<file path="config.mk">
export PLATFORM = sky130hd
export DESIGN_NAME = lsu_bus_master
export DESIGN_NICKNAME = d
export VERILOG_FILES = /design/src/rtl/lsu_bus_master.sv
export SDC_FILE = /design/constraint.sdc
export NUM_CORES = 1
export LEC_CHECK = 0
export CAP_MARGIN = 0
export CORE_ASPECT_RATIO = 0.6
export CORE_MARGIN = 4
export CORE_UTILIZATION = 51
export CTS_BUF_LIST = sky130_fd_sc_hd__clkbuf_8 sky130_fd_sc_hd__clkbuf_16
export DETAILED_ROUTE_END_ITERATION = 8
export PLACE_DENSITY = 0.91
export SLEW_MARGIN = 5
export SYNTH_ARGS = -nofsm -noshare
export SYNTH_HDL_FRONTEND = slang
export SYNTH_SLANG_ARGS = --single-unit
</file>
<file path="constraint.sdc">
create_clock -name clk -period 14 [get_ports clk]
set_input_delay 4.2 -clock clk [delete_from_list [all_inputs] [get_ports clk]]
set_output_delay 4.2 -clock clk [all_outputs]
set_load 0.1 [all_outputs]
</file>
<file path="src/rtl/lsu_bus_master.sv">
// Load/store unit bus initiator: turns core byte/half/word requests into one or two
// word-aligned bus transactions with byte enables, and returns extended load data.
module lsu_bus_master #(
  parameter int ADDR_WIDTH = 32
) (
  input  logic                  clk,
  input  logic                  reset,
  input  logic                  req_valid_i,
  output logic                  req_ready_o,
  input  logic                  req_we_i,
  input  logic [1:0]            req_size_i,
  input  logic                  req_unsigned_i,
  input  logic [ADDR_WIDTH-1:0] req_addr_i,
  input  logic [31:0]           req_wdata_i,
  output logic                  resp_valid_o,
  output logic [31:0]           resp_rdata_o,
  output logic                  resp_err_o,
  output logic                  mem_valid_o,
  output logic [ADDR_WIDTH-1:0] mem_addr_o,
  output logic [31:0]           mem_wdata_o,
  output logic [3:0]            mem_we_o,
  input  logic                  mem_ready_i,
  input  logic [31:0]           mem_rdata_i,
  output logic [2:0]            state_dbg
);

  // Handshakes: a request transfers on a rising edge where req_valid_i && req_ready_o;
  // each mem_valid_o pulse is answered by exactly one mem_ready_i cycle, sampled only in WAIT0/WAIT1.
  typedef enum logic [2:0] {
    IDLE  = 3'd0,
    REQ0  = 3'd1,
    WAIT0 = 3'd2,
    REQ1  = 3'd3,
    WAIT1 = 3'd4,
    RESP  = 3'd5
  } state_t;

  state_t state, state_next;

  logic                  we_q, uns_q, split_q;
  logic [1:0]            size_q, off_q;
  logic [7:0]            mask_q;
  logic [31:0]           whi_q, lo_q;
  logic [ADDR_WIDTH-1:0] base_q;

  logic [7:0]            size_mask, req_mask;
  logic                  req_split;
  logic [63:0]           req_wide;
  logic [ADDR_WIDTH-1:0] req_base;

  logic [31:0]           lo_src, hi_src, raw, ext;
  logic                  capture, lo_en;

  logic                  mem_valid_n, resp_valid_n, resp_err_n;
  logic [3:0]            mem_we_n;
  logic [ADDR_WIDTH-1:0] mem_addr_n;
  logic [31:0]           mem_wdata_n, resp_rdata_n;

  assign req_ready_o = (state == IDLE);
  assign state_dbg   = state;

  // An access splits exactly when its byte mask spills into the next word.
  always_comb begin
    case (req_size_i)
      2'b00:   size_mask = 8'h01;
      2'b01:   size_mask = 8'h03;
      default: size_mask = 8'h0F;
    endcase
    req_mask  = size_mask << req_addr_i[1:0];
    req_split = (req_mask[7:4] != 4'h0);
    req_wide  = {32'h0, req_wdata_i} << {req_addr_i[1:0], 3'b000};
    req_base  = {req_addr_i[ADDR_WIDTH-1:2], 2'b00};
  end

  // Load data path sees the incoming word directly on the cycle it completes the access.
  always_comb begin
    lo_src = (state == WAIT0) ? mem_rdata_i : lo_q;
    hi_src = (state == WAIT1) ? mem_rdata_i : 32'h0;
    raw    = 32'({hi_src, lo_src} >> {off_q, 3'b000});
    case (size_q)
      2'b00:   ext = uns_q ? {24'h0, raw[7:0]}  : {{24{raw[7]}}, raw[7:0]};
      2'b01:   ext = uns_q ? {16'h0, raw[15:0]} : {{16{raw[15]}}, raw[15:0]};
      default: ext = raw;
    endcase
  end

  always_comb begin
    state_next   = state;
    capture      = 1'b0;
    lo_en        = 1'b0;
    mem_valid_n  = 1'b0;
    mem_we_n     = 4'h0;
    mem_addr_n   = mem_addr_o;
    mem_wdata_n  = mem_wdata_o;
    resp_valid_n = 1'b0;
    resp_err_n   = 1'b0;
    resp_rdata_n = 32'h0;
    case (state)
      IDLE: begin
        if (req_valid_i) begin
          capture = 1'b1;
          if (req_size_i == 2'b11) begin
            state_next   = RESP;
            resp_valid_n = 1'b1;
            resp_err_n   = 1'b1;
          end else begin
            state_next  = REQ0;
            mem_valid_n = 1'b1;
            mem_addr_n  = req_base;
            mem_we_n    = req_we_i ? req_mask[3:0] : 4'h0;
            mem_wdata_n = req_wide[31:0];
          end
        end
      end
      REQ0: state_next = WAIT0;
      WAIT0: begin
        if (mem_ready_i) begin
          lo_en = 1'b1;
          if (split_q) begin
            state_next  = REQ1;
            mem_valid_n = 1'b1;
            mem_addr_n  = base_q + ADDR_WIDTH'(4);
            mem_we_n    = we_q ? mask_q[7:4] : 4'h0;
            mem_wdata_n = whi_q;
          end else begin
            state_next   = RESP;
            resp_valid_n = 1'b1;
            resp_rdata_n = we_q ? 32'h0 : ext;
          end
        end
      end
      REQ1: state_next = WAIT1;
      WAIT1: begin
        if (mem_ready_i) begin
          state_next   = RESP;
          resp_valid_n = 1'b1;
          resp_rdata_n = we_q ? 32'h0 : ext;
        end
      end
      RESP:    state_next = IDLE;
      default: state_next = IDLE;
    endcase
  end

  always_ff @(posedge clk) begin
    if (reset) begin
      state        <= IDLE;
      mem_valid_o  <= 1'b0;
      mem_we_o     <= 4'h0;
      mem_addr_o   <= '0;
      mem_wdata_o  <= 32'h0;
      resp_valid_o <= 1'b0;
      resp_err_o   <= 1'b0;
      resp_rdata_o <= 32'h0;
    end else begin
      state        <= state_next;
      mem_valid_o  <= mem_valid_n;
      mem_we_o     <= mem_we_n;
      mem_addr_o   <= mem_addr_n;
      mem_wdata_o  <= mem_wdata_n;
      resp_valid_o <= resp_valid_n;
      resp_err_o   <= resp_err_n;
      resp_rdata_o <= resp_rdata_n;
    end
  end

  // Request context needs no reset: it is always rewritten before being used.
  always_ff @(posedge clk) begin
    if (capture) begin
      we_q    <= req_we_i;
      uns_q   <= req_unsigned_i;
      size_q  <= req_size_i;
      off_q   <= req_addr_i[1:0];
      split_q <= req_split;
      mask_q  <= req_mask;
      whi_q   <= req_wide[63:32];
      base_q  <= req_base;
    end
    if (lo_en) lo_q <= mem_rdata_i;
  end

endmodule

</file>
==> summary.md <==
| Metric | Value |
|---|---|
| # setup viols final | `0` |
| GR Util met2 | `38.1%` |
| Non-filler cells, final | `around 1,300` |
| Cell area after synthesis | `9360 sq um` |
| Post-Synthesis Cells | `approximately 920` |
| Met3 Use GR | `under 10%` |
| Period utilisation layout | `47.6%` |
| Antenna diode instance count | `0` |
| Synth Area in XOR/XNOR | `1.59%` |
| Slowest-stage cell, CP | `a211oi_2` |
| Critical Path Fanout Max | `82` |
| Clock latency on the worst-skew pair | `0.43 ns` |
| Worst setup SP type | `input port` |
| WHS Path Cells | `2` |
| Routed via count | `8,173` |
| DR pass1 iterations | `7` |
| Clock sinks | `200` |
| Hold path endpoint | `mem_addr_o[10]$_SDFFE_PP0P_` |
| Worst hold start | `mem_addr_o[10]$_SDFFE_PP0P_` |
| Final setup TNS | `0 ns` |
| FF-to-FF path depth | `6` |
| Gr busiest metal | `met1` |
| Area growth from synthesis to layout | `29.6%` |
| Largest net degree at the start of global routing | `83` |
| # fillers | `1,339` |
| Max-Cap Viols | `0` |
| Cell taking the most area after synthesis | `edfxtp_1` |
| Synth area leaders | `edfxtp_1, dfxtp_1, mux2i_1` |
| FP Rows | `38` |
| Number of remaining DRC errors | `0` |
| Final Critical Period | `6.66 ns` |
| Vias in the first global route | `7,738` |
| Wire length per cell | `20.6 um` |
| Grt total ovfl | `0` |
| Leakage | `~4.3 nW` |
| Initial Utilization | `51.9%` |
| Fin. Hold Viols | `0` |
| Initial antenna violation count | `0` |
| Pwr/cell area | `141 nW/um^2` |
| I/O pins | `211` |
| Post-synthesis adder-cell area fraction | `0.134%` |
| Post-CTS Resized | `0` |
| Warning count from the yosys run | `0` |
| Port bufs | `approximately 210` |
| Via density | `6.09` |
| Post CTS Setup Buffer Count | `0` |
| Maximum vdd drop | `0.0848 mV` |
| Routed Antenna Nets | `0` |
| CP peak stage delay | `1.11 ns` |
| Synth Area in Compound Gates | `14.6%` |
| Clock root buffer | `clkbuf_16` |
| Post-synthesis mux area share | `10.8%` |
| Layout Utilization | `between 60% and 70%` |
| Worst reg2reg path startpoint | `state_dbg[1]$_SDFFE_PP0P_` |
| FF-to-FF setup slack | `between 10 and 15 ns` |
| Core ar. | `18,000 sq um` |
| Fin. max-slew vios | `0` |
| Outcome | `finished, final reports clean` |
| GP Congestion | `between 0.8 and 0.9` |
| Post-Synth Simple-Gate Area | `16.1%` |
| Post-synthesis register bit count | `200` |
| Post-Place Cell Area | `11,500 sq um` |
| Die footprint | `slightly above 20,000 sq um` |
| Fmax | `150 MHz` |
| RR Endpoint | `resp_rdata_o[8]$_SDFF_PP0_` |
| Worst clock skew | `0.0159 ns` |
| Critical-path cell list | `buf_2 > buf_4 > nor2_1 > o211ai_1 > buf_4 > nor3b_1 > a211oi_2 > nor2_1` |
| Commonest cells after routing, fill and taps aside | `clkdlybuf4s50_1, dfxtp_1, nand2_1` |
| First-pass GRT wire length | `around 43,000 um` |
| Post-placement cell count | `1,311` |
| WHS | `0.454 ns` |
| DPL Wire Length | `approximately 19,000 um` |
| Most common cell after layout, fill and taps aside | `clkdlybuf4s50_1` |
| Top_reg_cell synth | `dfxtp_1` |
| Register area share after synthesis | `a little over half` |
| Die height | `113 um` |
| Largest family of logic cells by synthesized area | `simple AND/OR/NAND/NOR gates` |
| HP Class | `flop to flop` |
| Setup repair after global routing missed its margin | `no` |
| Die X-Extent | `183 um` |
| WP data required | `14.25 ns` |
| Ys async rst share | `0%` |
| DRT Wirelength | `27,600 um` |
| Number of DRC markers in iteration 0 | `around 1,000` |
| CP Capture Type | `flop` |
| GR met1 Demand/Resource | `38.5%` |
| Design Area, Final | `12,100 sq um` |
| Slew margin rel. | `9.12%` |
| Synth top area share | `30.8%` |
| Number of synthesized flops with an enable pin | `96` |
| Nets | `between 1,000 and 1,500` |
| Pin slew with the least headroom to its limit | `1.36 ns` |
| Arr. time, crit path | `approximately 6.9 ns` |
| CTS hold repair buffers | `0` |
| Share of cells above drive strength 1 | `6.71%` |
| CTS tree | `built` |
| Total track usage | `between 20% and 30%` |
| Clock transition at path regs | `0.08 ns` |
| Crit Path Class | `input port to flop` |
| Clk buf depth | `2` |
| H-tree lvl count | `4` |
| Distinct cells, synth | `56` |
| Post-Syn Area per Cell | `approximately 10 sq um` |
| Number of buffers created by CTS | `17` |
[cell families after synthesis]
family | after synthesis
compound gates | 206
xor+xnor | 17
fa+ha+maj | 1
buf+inv | 83
flops | 200
mux | 99
other cells | 1
simple gates | 316
[power breakdown]
group | leakage, nW | switching (mW) | total [mW] | internal [mW]
Combinational | 2.24 | 0.364 | 0.508 | 0.144
Sequential | 1.75 | 0.0403 | 0.713 | 0.673
Clock | 0.288 | 0.245 | 0.485 | 0.239
Total | 4.28 | 0.650 | 1.71 | 1.06
[area by class of cell]
type                    instances  area [sq um]  share of cell area, %
clock buffers                  17           425                   3.51
clock inverters                15           161                   1.33
inverters                      10          37.5                  0.309
multi-input cells             641          4080                   33.6
flip-flops and latches        200          4960                   40.9
well taps                     240           300                   2.47
repair buffers                220          2160                   17.8
[cell usage after synthesis (all sizes together) (8+ instances only)]
cell type	n
and3	14
o21ai	43
nand4	21
a311oi	9
edfxtp	96
a211oi	10
nand3	29
o221ai	11
buf	29
clkbuf	44
nand3b	10
nor3	28
o41ai	10
xor2	9
a22o	8
o211ai	12
xnor2	8
a221o	8
a31o	9
nor2	76
nand2	102
mux2	9
inv	9
a21oi	71
dfxtp	104
mux2i	89
[state kept, by name, indices dropped and copies added, names as in the netlist, 2 cells and up]
register,cells
off_q,2
mask_q,3
whi_q,24
size_q,2
mem_we_o,4
mem_addr_o,30
mem_wdata_o,32
resp_rdata_o,32
lo_q,32
base_q,30
state_dbg,3
[metal layers]
layer | part of all wire (%) | vias to the layer above
li1 | - | 3760
met1 | 44 | 3883
met2 | 43 | 485
met3 | 11 | 45
met4 | 1.8 | 0
met5 | 0 | -
[metrics by stage]
step | setup WS, ns | total power [mW]
6_report | 7.34 | 1.71
5_1_grt | 7.30 | 1.76
4_1_cts | 7.39 | 1.70
3_5_place_dp | 7.05 | 1.23
3_3_place_gp | 7.30 | 1.22
2_1_floorplan | 2.06 | 1.08
[critical path, delay by kind of cell]
family,cells,cell delay (ns)
AOI/OAI and AO/OA,2,1.26
buffers and inverters,3,0.97
and+or+nand+nor,3,0.39
[worst max-delay path by stage]
stage / start / to / slack, ns
after floorplan: req_valid_i / mem_we_o[1]$_SDFF_PP0_ / 2.06
after global placement: reset / resp_rdata_o[29]$_SDFF_PP0_ / 7.30
after detailed placement: reset / resp_rdata_o[23]$_SDFF_PP0_ / 7.05
after CTS: state_dbg[0]$_SDFFE_PP0P_ / state_dbg[0] / 7.39
after global routing: reset / resp_rdata_o[23]$_SDFF_PP0_ / 7.30
final: reset / resp_rdata_o[23]$_SDFF_PP0_ / 7.34
Note: power is estimated with default switching activity, not from simulation.
